===== src/rtl/setpoint_editor.sv =====
// setpoint_editor
//   Turns one-clock button strobes (mode / plus / minus / button_4) into
//   operator-edited actuator setpoints. NUM_CH committed setpoints are held,
//   plus one working copy that is edited and then committed or discarded.
//
//   Optional feature macro: SETPOINT_EDITOR_ACCEL_EN
//     When defined, a run of same-direction plus/minus strobes, each arriving
//     within 200 ms of the previous one, switches to a 10*STEP step after
//     8 run strobes. When undefined, no run tracking logic is built.
//
// Ports
//   clk_i         system clock
//   nReset_i      asynchronous active-low reset
//   mode_i        strobe: advance to next channel (discards an edit)
//   plus_i        strobe: increase working value
//   minus_i       strobe: decrease working value
//   button_4_i    strobe: commit working value to the selected channel
//   sel_o         currently selected channel
//   edit_value_o  working value (tracks committed value when not editing)
//   editing_o     high while an edit is in progress
//   setpoints_o   committed setpoints, channel 0 in the LSBs
//   apply_o       one-cycle pulse when a commit updates setpoints_o
module setpoint_editor #(
    parameter int unsigned CLOCK_PERIOD_NS = 20,
    parameter int unsigned WIDTH           = 12,
    parameter int unsigned NUM_CH          = 3,
    parameter int unsigned MIN_VALUE       = 0,
    parameter int unsigned MAX_VALUE       = 4000,
    parameter int unsigned STEP            = 10,
    parameter int unsigned DEFAULT_VALUE   = 0,
    parameter int unsigned TIMEOUT_MS      = 5000
) (
    input  logic                      clk_i,
    input  logic                      nReset_i,
    input  logic                      mode_i,
    input  logic                      plus_i,
    input  logic                      minus_i,
    input  logic                      button_4_i,
    output logic [$clog2(NUM_CH)-1:0] sel_o,
    output logic [WIDTH-1:0]          edit_value_o,
    output logic                      editing_o,
    output logic [NUM_CH*WIDTH-1:0]   setpoints_o,
    output logic                      apply_o
);

    localparam int unsigned SEL_W = $clog2(NUM_CH);

    localparam longint unsigned TIMEOUT_RAW =
        64'(TIMEOUT_MS) * 64'd1000000 / 64'(CLOCK_PERIOD_NS);
    localparam longint unsigned TIMEOUT_CYCLES =
        (TIMEOUT_RAW == 64'd0) ? 64'd1 : TIMEOUT_RAW;
    localparam int unsigned CNT_W = $clog2(TIMEOUT_CYCLES + 64'd1);
    localparam logic [CNT_W-1:0] CNT_LAST = CNT_W'(TIMEOUT_CYCLES - 64'd1);

    // Signed headroom so that base +/- (10*STEP) never wraps before clamping.
    localparam int unsigned VW = WIDTH + 8;
    localparam logic signed [VW-1:0] STEP_S      = VW'(STEP);
    localparam logic signed [VW-1:0] STEP_FAST_S = VW'(10 * STEP);
    localparam logic signed [VW-1:0] MAX_S       = VW'(MAX_VALUE);
    localparam logic signed [VW-1:0] MIN_S       = VW'(MIN_VALUE);

    localparam logic [WIDTH-1:0] MAX_W    = WIDTH'(MAX_VALUE);
    localparam logic [WIDTH-1:0] MIN_W    = WIDTH'(MIN_VALUE);
    localparam logic [WIDTH-1:0] DEF_W    = WIDTH'(DEFAULT_VALUE);
    localparam logic [SEL_W-1:0] SEL_LAST = SEL_W'(NUM_CH - 1);

    typedef enum logic {
        S_IDLE = 1'b0,
        S_EDIT = 1'b1
    } state_t;

    state_t                    state_q, state_d;
    logic [SEL_W-1:0]          sel_q, sel_d;
    logic [WIDTH-1:0]          edit_q, edit_d;
    logic [NUM_CH*WIDTH-1:0]   sp_q, sp_d;
    logic                      apply_q, apply_d;
    logic [CNT_W-1:0]          cnt_q, cnt_d;

    logic                      pm_any, plus_only, minus_only;
    logic                      pm_enter, pm_accept, fast;
    logic [SEL_W-1:0]          sel_inc;
    logic [WIDTH-1:0]          cur_sp, pm_base, pm_value;
    logic signed [VW-1:0]      step_s;

    function automatic logic [WIDTH-1:0] sat_step(
        input logic [WIDTH-1:0]    base,
        input logic                up,
        input logic signed [VW-1:0] step
    );
        logic signed [VW-1:0] ext;
        logic signed [VW-1:0] res;
        ext = $signed({{(VW-WIDTH){1'b0}}, base});
        res = up ? (ext + step) : (ext - step);
        if (res > MAX_S)
            sat_step = MAX_W;
        else if (res < MIN_S)
            sat_step = MIN_W;
        else
            sat_step = res[WIDTH-1:0];
    endfunction

    assign pm_any     = plus_i | minus_i;
    assign plus_only  = plus_i & ~minus_i;
    assign minus_only = minus_i & ~plus_i;

    // button_4 and mode outrank plus/minus, so a step is only taken when both are low.
    assign pm_enter  = (state_q == S_IDLE) & ~button_4_i & ~mode_i & pm_any;
    assign pm_accept = (state_q == S_EDIT) & ~button_4_i & ~mode_i & pm_any;

    assign sel_inc = (sel_q == SEL_LAST) ? '0 : sel_q + 1'b1;
    assign cur_sp  = sp_q[sel_q*WIDTH +: WIDTH];
    assign pm_base = (state_q == S_IDLE) ? cur_sp : edit_q;
    assign step_s  = fast ? STEP_FAST_S : STEP_S;

    // plus and minus together leave the value unchanged.
    assign pm_value = plus_only  ? sat_step(pm_base, 1'b1, step_s) :
                      minus_only ? sat_step(pm_base, 1'b0, step_s) :
                                   pm_base;

    always_comb begin
        state_d = state_q;
        sel_d   = sel_q;
        edit_d  = edit_q;
        sp_d    = sp_q;
        apply_d = 1'b0;
        cnt_d   = cnt_q;

        case (state_q)
            S_IDLE: begin
                if (!button_4_i) begin
                    if (mode_i) begin
                        sel_d = sel_inc;
                    end else if (pm_any) begin
                        state_d = S_EDIT;
                        cnt_d   = '0;
                        edit_d  = pm_value;
                    end
                end
            end
            S_EDIT: begin
                if (button_4_i) begin
                    sp_d[sel_q*WIDTH +: WIDTH] = edit_q;
                    apply_d = 1'b1;
                    state_d = S_IDLE;
                end else if (mode_i) begin
                    sel_d   = sel_inc;
                    state_d = S_IDLE;
                end else if (pm_any) begin
                    cnt_d  = '0;
                    edit_d = pm_value;
                end else if (cnt_q == CNT_LAST) begin
                    state_d = S_IDLE;
                end else begin
                    cnt_d = cnt_q + 1'b1;
                end
            end
            default: begin
                state_d = S_IDLE;
            end
        endcase

        // Outside an edit the working copy mirrors the committed value of
        // whatever channel is selected after this edge.
        if (state_d == S_IDLE) begin
            cnt_d  = '0;
            edit_d = sp_d[sel_d*WIDTH +: WIDTH];
        end
    end

    always_ff @(posedge clk_i or negedge nReset_i) begin
        if (!nReset_i) begin
            state_q <= S_IDLE;
            sel_q   <= '0;
            edit_q  <= DEF_W;
            sp_q    <= {NUM_CH{DEF_W}};
            apply_q <= 1'b0;
            cnt_q   <= '0;
        end else begin
            state_q <= state_d;
            sel_q   <= sel_d;
            edit_q  <= edit_d;
            sp_q    <= sp_d;
            apply_q <= apply_d;
            cnt_q   <= cnt_d;
        end
    end

`ifdef SETPOINT_EDITOR_ACCEL_EN
    localparam longint unsigned GAP_CYCLES =
        64'd200 * 64'd1000000 / 64'(CLOCK_PERIOD_NS);

    logic [3:0] run_q, run_d;
    logic       dir_q, dir_d;
    logic       same_dir, in_gap;

    // Inside EDIT only plus/minus keep the edit alive, so the inactivity
    // counter doubles as the time since the previous plus/minus strobe.
    assign same_dir = (plus_only & dir_q) | (minus_only & ~dir_q);
    assign in_gap   = 64'(cnt_q) < GAP_CYCLES;
    assign fast     = pm_accept & same_dir & in_gap & (run_q >= 4'd8);

    always_comb begin
        run_d = run_q;
        dir_d = dir_q;
        if (state_d != S_EDIT) begin
            run_d = '0;
        end else if (pm_enter) begin
            run_d = (plus_only | minus_only) ? 4'd1 : 4'd0;
            dir_d = plus_only;
        end else if (pm_accept) begin
            dir_d = plus_only;
            if (!(plus_only | minus_only))
                run_d = '0;
            else if (same_dir & in_gap)
                run_d = (run_q >= 4'd8) ? 4'd8 : run_q + 4'd1;
            else
                run_d = 4'd1;
        end
    end

    always_ff @(posedge clk_i or negedge nReset_i) begin
        if (!nReset_i) begin
            run_q <= '0;
            dir_q <= 1'b0;
        end else begin
            run_q <= run_d;
            dir_q <= dir_d;
        end
    end
`else
    assign fast = 1'b0;
`endif

    assign sel_o        = sel_q;
    assign edit_value_o = edit_q;
    assign editing_o    = (state_q == S_EDIT);
    assign setpoints_o  = sp_q;
    assign apply_o      = apply_q;

endmodule


===== config.mk =====
export PLATFORM = sky130hd
export DESIGN_NAME = setpoint_editor
export DESIGN_NICKNAME = d
export VERILOG_FILES = /design/src/rtl/setpoint_editor.sv
export SDC_FILE = /design/constraint.sdc
export NUM_CORES = 1
export LEC_CHECK = 0
export ABC_AREA = 1
export CORE_AREA = 10 10 113 125
export CTS_BUF_LIST = sky130_fd_sc_hd__clkbuf_8
export DETAILED_ROUTE_END_ITERATION = 10
export DIE_AREA = 0 0 123 135
export DONT_BUFFER_PORTS = 1
export PLACE_DENSITY = 0.74
export SLEW_MARGIN = 0
export SYNTH_ARGS = -nofsm -noshare
export SYNTH_HDL_FRONTEND = slang
export SYNTH_SLANG_ARGS = --single-unit

===== constraint.sdc =====
create_clock -name clk_i -period 3.3 [get_ports clk_i]
set_input_delay 0.165 -clock clk_i [delete_from_list [all_inputs] [get_ports clk_i]]
set_output_delay 0.165 -clock clk_i [all_outputs]
set_load 0.005 [all_outputs]

; ---- Word level (Yosys, flattened, before mapping)
; Index checks and enable logic that the tools add are counted.
[totals]
regBits = 80
input_bits = 6
out_inout_bits = 52
[op_classes]
addsub = 5
n_mul = 2
order_cmp = 4
n_eq_ne = 11
shift = 4
muxes = 36
n_bitwise = 6
n_reduce_logical = 2
[ops]
columns = cell, count
row1 = $mux 28, 8
row2 = $mux 12, 11
row3 = $mux 36, 2
row4 = $shiftx 36x7->12, 2
row5 = $pmux 28 s2, 1
row6 = $bwmux 36, 1
row7 = $shift 12x34->36 const A, 1
row8 = $shiftx 12x34->36, 1
row9 = $neg 6->34, 1
row10 = $add 28x1->28 const B, 1
row11 = $eq 28x28->1 const B, 1
row12 = $gt 20x13->1 const B, 1
row13 = $lt 20x1->1 const B, 1
row14 = $ne 3x3->1 const B, 5
row15 = $add 12x4->13 const B, 1
row16 = $gt 13x13->1 const B, 1
row17 = $lt 13x1->1 const B, 1
row18 = $sub 12x4->13 const B, 1
row19 = $mux 1, 9
row20 = $mul 2x2->4 const B, 2
row21 = $mux 2, 3
row22 = $reduce_and 6->1, 1
row23 = $ne 2x2->1 const B, 2
row24 = $ne 4x4->1 const B, 1
row25 = other kinds (8), 11

; ---- Longest topological paths before layout
; Gate-level depths: netlist of the first run.
[depth]
depth_word = 13
ltp_mapped = 22
ltp_nobuf = 22

; ---- Worst setup path after synthesis of the first run
; No wires, ideal clock.
[synth_timing]
kind = reg2reg
from = reg sel_q[0] (netlist: sel_o[0])
to = reg edit_q[9] (netlist: edit_value_o[9])
setup_ps = 123
arrival_ps = 2288
slack_ps = 888
path_stages_with_launch = 14
synth_period_minus_slack_ps = 2412
cell_sequence = dfrtp_1 > inv_2 > buf_6 > buf_6 > ha_1 > nand2_1 > inv_1 > nor2_1 > clkbuf_1 > o21ai_0 > a22oi_1 > nand2_1 > a32oi_1 > o21ai_1
[synth_via]
elab_chain_len = 13
word_cells_on_any_way = 32
[synth_rtl]
columns = item, line_no
row1 = "start, declared", 73  ; logic [SEL_W-1:0] sel_q, sel_d;
row2 = "start signal, assigned", 180  ; sel_q <= sel_d;
row3 = $mul 2x2->4, "111, 142"
row4 = $shiftx 36x7->12, 111  ; assign cur_sp = sp_q[sel_q*WIDTH +: WIDTH];
row5 = $mux 12, 112  ; assign pm_base = (state_q == S_IDLE) ? cur_sp : edit_q;
row6 = $sub 12x4->13, 93  ; res = up ? (ext + step) : (ext - step);
row7 = $lt 13x1->1, 96  ; else if (res < MIN_S)
row8 = $mux 12, 96
row9 = $mux 12, 94  ; if (res > MAX_S)
row10 = $mux 12, 117  ; minus_only ? sat_step(pm_base, 1'b0, step_s) :
row11 = $mux 12, 116  ; assign pm_value = plus_only ? sat_step(pm_base, 1'b1, step_s) :
row12 = $mux 12, "133, 148"
row13 = $mux 12, "131, 145"
row14 = $mux 12, "130, 141"
row15 = $mux 12 *, 164  ; if (state_d == S_IDLE) begin
row16 = "end signal, assigned", 181  ; edit_q <= edit_d;
row17 = "end, declared", 74  ; logic [WIDTH-1:0] edit_q, edit_d;
; Every way passes the cells marked *; elsewhere a longest branch is shown, timed or not. The select of a mux whose other input is x is not followed.
; A chain may end at the register's enable or synchronous reset.

; ---- Worst setup path in the final report of the first run
[layout_timing]
from = reg sel_q[1] (netlist: sel_o[1])
to = reg edit_q[3] (netlist: edit_value_o[3])
[layout_via]
word_cells_on_any_way = 32
[layout_lines]
columns = item, line_no
row1 = $mul 2x2->4 *, 142  ; sp_d[sel_q*WIDTH +: WIDTH] = edit_q;
row2 = $neg 6->34 *, 142
row3 = $shiftx 12x34->36 / $shift 12x34->36 (equally long branches), 142
row4 = $bwmux 36 *, 142
row5 = $mux 36 *, 141  ; if (button_4_i) begin
row6 = $mux 36 *, 128  ; case (state_q)
row7 = named net sp_d[3], 75  ; logic [NUM_CH*WIDTH-1:0] sp_q, sp_d;
row8 = $shiftx 36x7->12 *, 166  ; edit_d = sp_d[sel_d*WIDTH +: WIDTH];
row9 = $mux 12 *, 164
; Mark *: on every way through the listed nets, which the timed path passes. The rest lies on a longest branch. The select of a mux whose other input is x is not followed.

==> results of run 1 <==
[worst reg2reg max path: stages, from the launching register on]
cell	delay, ps
dfrtp_1	380
inv_1	160
ha_1	310
nor2_1	270
nand2_1	210
nor3_1	630
o21ai_0	170
o21ai_0	160
o21ai_0	100
o21ai_0	270
nand2_1	100
nand2_1	70
[what timing repair did]
action / CTS / global route
hold endpoints to repair: 80 / 0
resized for setup: 0 / 0
setup endpoints to repair: 0 / 0
hold buffers: 2 / 0
[power by group through the flow]
stage	Combinational (uW)	Clock [uW]	Sequential (uW)
after floorplan	1170	0	1380
after global placement	1540	0	1510
after detailed placement	1530	0	1510
after CTS	1570	777	1490
after global routing	1800	818	1530
final	1610	766	1490
[layout make-up]
class / instances / area (um^2) / share of cell area [%]
sequential: 80 / 2000 / 33.1
multi-input combinational: 607 / 3020 / 49.9
inverter: 131 / 492 / 8.13
clock inverter: 6 / 65.1 / 1.08
clock buffer: 10 / 138 / 2.28
timing repair buffer: 16 / 143 / 2.36
tap: 150 / 188 / 3.10
[synth_stat cells, types with 2 or more instances]
cell type and n:
a211oi_1 2, a21oi_1 15, a22oi_1 9, a31oi_1 5, buf_2 9, buf_4 3
buf_6 3, clkbuf_1 10, dfrtp_1 80, ha_1 9, inv_1 116, inv_2 15
nand2_1 226, nand2_2 9, nand2_4 7, nand3_1 66, nand3_2 4, nand3b_1 2
nand4_1 13, nor2_1 89, nor2_2 12, nor3_1 13, nor3b_1 4, nor4_1 7
o211ai_1 5, o21a_1 3, o21ai_0 67, o21ai_1 4, o22ai_1 13, xnor2_1 3
xor2_1 11
[logic make-up (layout without fill, tap and decap cells)]
family | Yosys count | after routing | synth area share, %
AOI/OAI and AO/OA | 127 | 127 | 12.9
xor gates and xnor gates | 14 | 14 | 2.17
adders and majority gates | 9 | 9 | 1.99
buffers and inverters | 156 | 163 | 11.2
DFF | 80 | 80 | 35.4
and+or+nand+nor | 457 | 457 | 36.4
[registers in the layout (all words and copies together) (netlist names)]
register / count
setpoints_o: 36
editing_o: 1
apply_o: 1
cnt_q: 28
edit_value_o: 12
sel_o: 2
[worst paths after layout]
kind | startpoint | to | slack [ps] | depth (start not counted)
worst max register to register | sel_o[1] | edit_value_o[3] | 400 | 11
min in group asynchronous | nReset_i | apply_o | 350 | 2
max in group asynchronous | nReset_i | edit_value_o[6] | 2650 | 2
worst min register to register | cnt_q[0] | cnt_q[0] | 480 | 1
worst min-delay path | plus_i | cnt_q[17] | 10 | 3
worst max-delay path | sel_o[1] | edit_value_o[3] | 400 | 11
[layer usage]
layer,vias up,global-route usage (%),wire (um)
li1,2705,-,-
met1,2618,26.0,6900
met2,313,34.4,8330
met3,59,8.38,2080
met4,0,11.2,671
met5,-,0,0
[per-stage QoR]
| stage | std cells | total power (uW) | utilization, % |
|---|---|---|---|
| 2_1_floorplan | 843 | 2550 | - |
| 3_3_place_gp | 982 | 3050 | 50.7 |
| 3_5_place_dp | 982 | 3050 | 50.7 |
| 4_1_cts | 1000 | 3850 | 52.8 |
| 5_1_grt | 1000 | 4150 | 52.8 |
| 6_report | 1000 | 3860 | 52.8 |
==> metrics.md, run 1 <==
| Metric | Value |
|---|---|
| Result of the run | `complete, no violations` |
| Skew-Pair Late Insertion Delay | `380 ps` |
| Netlist area before placement | `5650 um^2` |
| Count of input and output buffers | `0` |
| Core Box Area | `11400 um^2` |
| Horiz. Die Dim | `123 um` |
| Type of the tightest min-delay check | `input port to flop` |
| Number of storage elements in the synthesis netlist | `80` |
| # setup viols final | `0` |
| Actual slew at the worst max-slew pin | `1050 ps` |
| Crit path cell chain | `inv_1 -> ha_1 -> nor2_1 -> nand2_1 -> nor3_1 -> o21ai_0 -> o21ai_0 -> o21ai_0 -> o21ai_0 -> nand2_1 -> nand2_1` |
| Layout cell share with drive strength beyond 1 | `9.76%` |
| Post-route standard cell area excluding fillers | `6050 um^2` |
| Worst path required time | `3610 ps` |
| Share of total power in sequential cells | `38.5%` |
| Area share of the largest cell type after synthesis | `35.4%` |
| Number of remaining DRC errors | `0` |
| Leakage power | `0.00302 uW` |
| First-pass GRT wire length | `29000 um` |
| Total wire length | `18000 um` |
| Number of global-route vias before repair | `5575` |
| Signal arrival time at the worst endpoint | `3220 ps` |
| TritonCTS buffer count | `9` |
| Hold Slack | `14.5 ps` |
| Pins Over Slew Limit | `0` |
| Total cell area at the placement stage | `5810 um^2` |
| Mean cell area of the mapped netlist | `6.70 um^2` |
| Path type of the worst setup path | `flop to flop` |
| Post-detailed-placement half-perimeter wirelength | `13400 um` |
| Global router's overall resource usage | `22.1%` |
| Combinational group share of total power | `41.7%` |
| Async set-reset flop share out of synthesis | `100%` |
| Pin count of the biggest net entering global routing | `81` |
| Post-CTS setup buffer count | `0` |
| Ratio of final minimum period to clock period | `87.9%` |
| P per Cell Area | `639 nW/um^2` |
| Weighted congestion at the end of routability-driven global placement | `1.04` |
| Number of distinct library cell variants in the gate-level netlist after synthesis | `40` |
| Growth of design area from synthesis to finish | `6.97%` |
| Clock slew at reported path FFs | `90 ps` |
| Standard cell with the maximum stage delay on the critical path | `nor3_1` |
| Minimum clock period | `2900 ps` |
| Placement row count | `41` |
| Number of top-level design ports | `58` |
| Commonest non-fill, non-tap cell in the layout | `nand2_1` |
| Post-synth top flop | `dfrtp_1` |
| Setup slack after placement | `534 ps` |
| Sum Neg Setup Slack | `0 ps` |
| Total congestion overflow | `0` |
| Net switching power | `1810 uW` |
| Setup crit end kind | `flop` |
| Commonest cells after routing, fill and taps aside | `226 x nand2_1, 116 x inv_1, 89 x nor2_1, 80 x dfrtp_1, 67 x o21ai_0` |
| Synth warn | `0` |
| Clock tree skew after final layout | `10.4 ps` |
| Number of clock sinks seen by CTS | `80` |
| Post-synthesis instance total | `843` |
| Final-report hold violation count | `0` |
| Max cap viols | `0` |
| Number of antenna violations at the first check in global routing | `0` |
| Critical path launch point type | `flop` |
| Cell type group with the largest total delay on the critical path | `simple AND/OR/NAND/NOR gates` |
| Relative slew slack | `29.7%` |
| Area of the die | `16600 um^2` |
| Sequential fraction of the synthesis area | `35.4%` |
| Synthesized netlist net count | `858` |
| Switching Fraction | `46.8%` |
| RSZ-0062 raised after global routing | `no` |
| Crit path buf inv count | `1` |
| Most common cell type on the critical path | `o21ai_0` |
| Worst vdd ir | `0.396 mV` |
| Htree depth | `3` |
| Top achievable clock speed | `345 MHz` |
| Max incr delay on CP | `630 ps` |
| Number of synthesized flops with an enable pin | `0` |
| Routed WL per cell | `18.0 um` |
| Internal power summed over all cells | `2050 uW` |
| Drt initial violations | `569` |
| Top post-synthesis cells by area | `dfrtp_1 35%, nand2_1 15%, inv_1 7.7%` |
| Diode insertion count for antenna repair | `0` |
| Setup slack of the critical path after layout | `398 ps` |
| Routed Antenna Nets | `0` |
| Largest fanout on the critical path | `4` |
| Chip height | `135 um` |
| Vias post-DR | `5695` |
| Number of filler instances in the final layout | `1142` |
| Fraction of power consumed by the clock network | `19.8%` |
| Cell accounting for the most synthesized area | `dfrtp_1` |
| CTS tree | `yes` |
| CTS root buffer | `clkbuf_8` |
| Bufs on Longest Clock Path | `2` |
| Count of TritonRoute iterations in the first routing pass | `5` |
| Post-layout net count | `860` |
| Initial core utilization | `49.4%` |
| Average via count per standard cell | `5.70` |
(Power assumes the default switching activity.)
==> run 2, diff against run 1 <==
--- a/config.mk
+++ b/config.mk
@@ -5,7 +5,6 @@
 export SDC_FILE = /design/constraint.sdc
 export NUM_CORES = 1
 export LEC_CHECK = 0
-export ABC_AREA = 1
 export CORE_AREA = 10 10 113 125
 export CTS_BUF_LIST = sky130_fd_sc_hd__clkbuf_8
 export DETAILED_ROUTE_END_ITERATION = 10
==> metrics.md, run 2 <==
| Metric | Value |
|---|---|
| Crit path cell chain | `buf_6 -> mux2i_2 -> o221a_4 -> ha_4 -> a21o_1 -> a211oi_2 -> buf_4 -> a21oi_2 -> o211a_1 -> nand3b_1 -> nand4_1 -> a21oi_2 -> o41ai_2` |
| Area of the die | `16600 um^2 (unchanged)` |
| Total cell area at the placement stage | `6070 um^2 (+4.5%)` |
| Horiz. Die Dim | `123 um (unchanged)` |
| Worst Reg2Reg Path Length in Cells | `13 (+2)` |
| Signal arrival time at the worst endpoint | `3480 ps (+260 ps)` |
| Routed Antenna Nets | `0 (unchanged)` |
| Standard cell with the maximum stage delay on the critical path | `dfrtp_2` |
| Number of synthesized flops with an enable pin | `0 (unchanged)` |
| Most common cell type on the critical path | `a21oi_2` |
| Layout cell share with drive strength beyond 1 | `18.4% (+8.7 points)` |
| Number of filler instances in the final layout | `1025 (-10%)` |
| Number of global-route vias before repair | `5390 (-3.3%)` |
| Diode insertion count for antenna repair | `0 (unchanged)` |
| Total congestion overflow | `0 (unchanged)` |
| Crit path buf inv count | `2 (+1)` |
| Hold Slack | `51.5 ps (+37.0 ps)` |
| Routed WL per cell | `24.5 um (+36%)` |
| Number of flip-flops in the largest register | `36 (unchanged)` |
| Worst vdd ir | `0.321 mV (-19%)` |
| Sequential cell area | `2000 um^2 (+0.12%)` |
| Ratio of final minimum period to clock period | `97.7% (+9.8 points)` |
| Synth warn | `0 (unchanged)` |
| Htree depth | `3 (unchanged)` |
| Total wire length | `20400 um (+14%)` |
| # setup viols final | `0 (unchanged)` |
| Sequential fraction of the synthesis area | `35.5% (+0.086 points)` |
| Async set-reset flop share out of synthesis | `100% (unchanged)` |
| Hold EP | `edit_value_o[4]` |
| Critical path launch point type | `flop` |
| Cell type group with the largest total delay on the critical path | `compound AO/OA/AOI/OAI gates` |
| Clock slew at reported path FFs | `100 ps (about the same)` |
| Minimum clock period | `3220 ps (+322 ps)` |
| Drt initial violations | `706 (+24%)` |
| Worst hold start | `plus_i` |
| Vias post-DR | `5582 (-2.0%)` |
| P per Cell Area | `535 nW/um^2 (-16%)` |
| Worst flop-to-flop path startpoint | `sel_o[1]` |
| Post-detailed-placement half-perimeter wirelength | `15400 um (+15%)` |
| Mean cell area of the mapped netlist | `8.85 um^2 (+32%)` |
| Most numerous cell in the Yosys netlist | `dfrtp_1` |
| Clock tree skew after final layout | `7.41 ps (-2.94 ps)` |
| Number of remaining DRC errors | `0 (unchanged)` |
| R2R Setup Slk | `80 ps (-320 ps)` |
| Cell accounting for the most synthesized area | `dfrtp_1` |
| Post-layout net count | `693 (-19%)` |
| Most used standard cells in the synthesized netlist | `80 x dfrtp_1, 71 x nand2_1, 61 x nor2_1` |
| Number of top-level design ports | `58 (unchanged)` |
| Count of TritonRoute iterations in the first routing pass | `6 (+1)` |
| CTS tree | `yes` |
| Placement row count | `41 (unchanged)` |
| Setup crit end kind | `flop` |
| Global router's overall resource usage | `24.3% (+2.1 points)` |
| Type of the tightest min-delay check | `input port to flop` |
| Worst path required time | `3560 ps (-50 ps)` |
| Commonest non-fill, non-tap cell in the layout | `dfrtp_1` |
| Pins Over Slew Limit | `0 (unchanged)` |
| Post-synthesis instance total | `637 (-24%)` |
| First-pass GRT wire length | `31100 um (+7.4%)` |
| Growth of design area from synthesis to finish | `15.1%` |
| Synthesized netlist net count | `652 (-24%)` |
| Post-synth top flop | `dfrtp_1` |
| Average via count per standard cell | `6.70 (+18%)` |
| Leakage power | `0.00264 uW (-13%)` |
| Netlist area before placement | `5640 um^2 (-0.24%)` |
| Core Box Area | `11400 um^2 (unchanged)` |
| Relative slew slack | `36.7% (+7.0 points)` |
| RSZ-0062 raised after global routing | `yes` |
| Result of the run | `complete, no violations` |
| Number of clock sinks seen by CTS | `80 (unchanged)` |
| Commonest cells after routing, fill and taps aside | `78 x dfrtp_1, 71 x nand2_1, 60 x nor2_1, 59 x buf_4, 30 x o21ai_0` |
| Weighted congestion at the end of routability-driven global placement | `1.03 (-1.5%)` |
| Number of stages on the worst hold path | `3 (unchanged)` |
| Max cap viols | `0 (unchanged)` |
| Top achievable clock speed | `310 MHz (-10%)` |
| Initial core utilization | `49.3% (-0.12 points)` |
| Number of storage elements in the synthesis netlist | `80 (unchanged)` |
| Max incr delay on CP | `480 ps (-150 ps)` |
| CTS root buffer | `clkbuf_8` |
| TritonCTS buffer count | `9 (unchanged)` |
| Bufs on Longest Clock Path | `2 (unchanged)` |
| Skew-Pair Late Insertion Delay | `370 ps (about the same)` |
| Area share of the largest cell type after synthesis | `35.5% (+0.086 points)` |
| Count of input and output buffers | `0 (unchanged)` |
| Number of antenna violations at the first check in global routing | `0 (unchanged)` |
| Largest fanout on the critical path | `6 (+2)` |
| Multi-input logic area | `3500 um^2 (+16%)` |
| Top post-synthesis cells by area | `dfrtp_1 36%, nand2_1 4.7%, nor2_1 4.1%` |
| Path type of the worst setup path | `flop to flop` |
| Pin count of the biggest net entering global routing | `81 (unchanged)` |
| Actual slew at the worst max-slew pin | `940 ps (-110 ps)` |
| Post-route standard cell area excluding fillers | `6490 um^2 (+7.3%)` |
| Number of distinct library cell variants in the gate-level netlist after synthesis | `69 (+73%)` |
| Final-report hold violation count | `0 (unchanged)` |
| Chip height | `135 um (unchanged)` |
| Capturing point of the worst reg2reg path | `edit_value_o[1]` |
run 2: cell types whose count changed after synthesis, sizes merged, moves of 12 or more:
cell and change:
nand2 -171, inv -117, nand3 -54, clkbuf +13, a21oi +16, nor2 -41
a22o +24, mux2i +16, nand2b +12, o21ai -35, mux2 +15
run 2: area by class of cell:
type / count / area share, %
clock buffers: 10 / 2.12
inverters: 15 / 0.868
multi-input cells: 507 / 53.9
clock inverters: 6 / 1.16
repair buffers: 65 / 8.21
well taps: 150 / 2.89
flip-flops and latches: 80 / 30.9
run 2: worst max path at each step:
stage	from	end	slack (ps)	cells after the start
finish	sel_o[1]	edit_value_o[1]	80	13
floorplan	sel_o[0]	edit_value_o[8]	230	13
global route	sel_o[1]	edit_value_o[1]	-30	12
detailed placement	sel_o[1]	edit_value_o[1]	-100	13
CTS	sel_o[1]	edit_value_o[1]	10	13
global placement	editing_o	edit_value_o[1]	-50	12
run 2: cell families (layout without fill, tap and decap cells):
kind of cell	count (synthesis)	count (layout)	share of synthesized area (%)
AND/OR/NAND/NOR	244	244	21.7
adder cells (fa/ha/maj)	9	9	2.00
XOR/XNOR	29	29	4.51
AO/OA/AOI/OAI	194	194	26.1
buffers and inverters	50	96	4.08
flip-flops	80	80	35.5
multiplexers	31	31	6.10
run 2: worst register-to-register path: cells and delay by family, from the launching register on:
kind                       cells  cell delay, ps
and+or+nand+nor                2             450
adders and majority gates      1             260
DFF                            1             480
AOI/OAI and AO/OA              7            1460
muxes                          1             160
buffers and inverters          2             320
run 2: timing repair:
item	CTS	global route
endpoints found under the setup margin	6	7
pin swaps	0	12
hold buffers	3	0
hold endpoints to repair	81	0
gates resized for setup	4	17
cloned	0	0
setup buffers	0	8
run 2: routing by layer:
layer  wire length (um)  up-vias  track usage, %
li1                   -     2478               -
met1               8210     2737            29.6
met2               9670      308            40.0
met3               1860       59            5.80
met4                706        0            10.1
met5                  0        -               0
run 2: stage by stage:
| stage | power [uW] | cells | setup TNS, ps | utilization [%] | setup slack [ps] |
|---|---|---|---|---|---|
| floorplan | 2060 | 637 | 0 | - | 234 |
| global placement | 2540 | 806 | -87.1 | 53.1 | -46.1 |
| detailed placement | 2550 | 806 | -193 | 53.1 | -105 |
| CTS | 3390 | 825 | 0 | 55.4 | 14.5 |
| global route | 3620 | 833 | -52.4 | 56.7 | -30.5 |
| finish | 3470 | 833 | 0 | 56.7 | 76.6 |
run 2: where the power goes:
| part | leakage (uW) | total [uW] | switching (uW) | internal [uW] |
|---|---|---|---|---|
| sequential | 0.00110 | 1200 | 141 | 1060 |
| clock | 0.000105 | 805 | 422 | 383 |
| combinational | 0.00143 | 1470 | 896 | 574 |
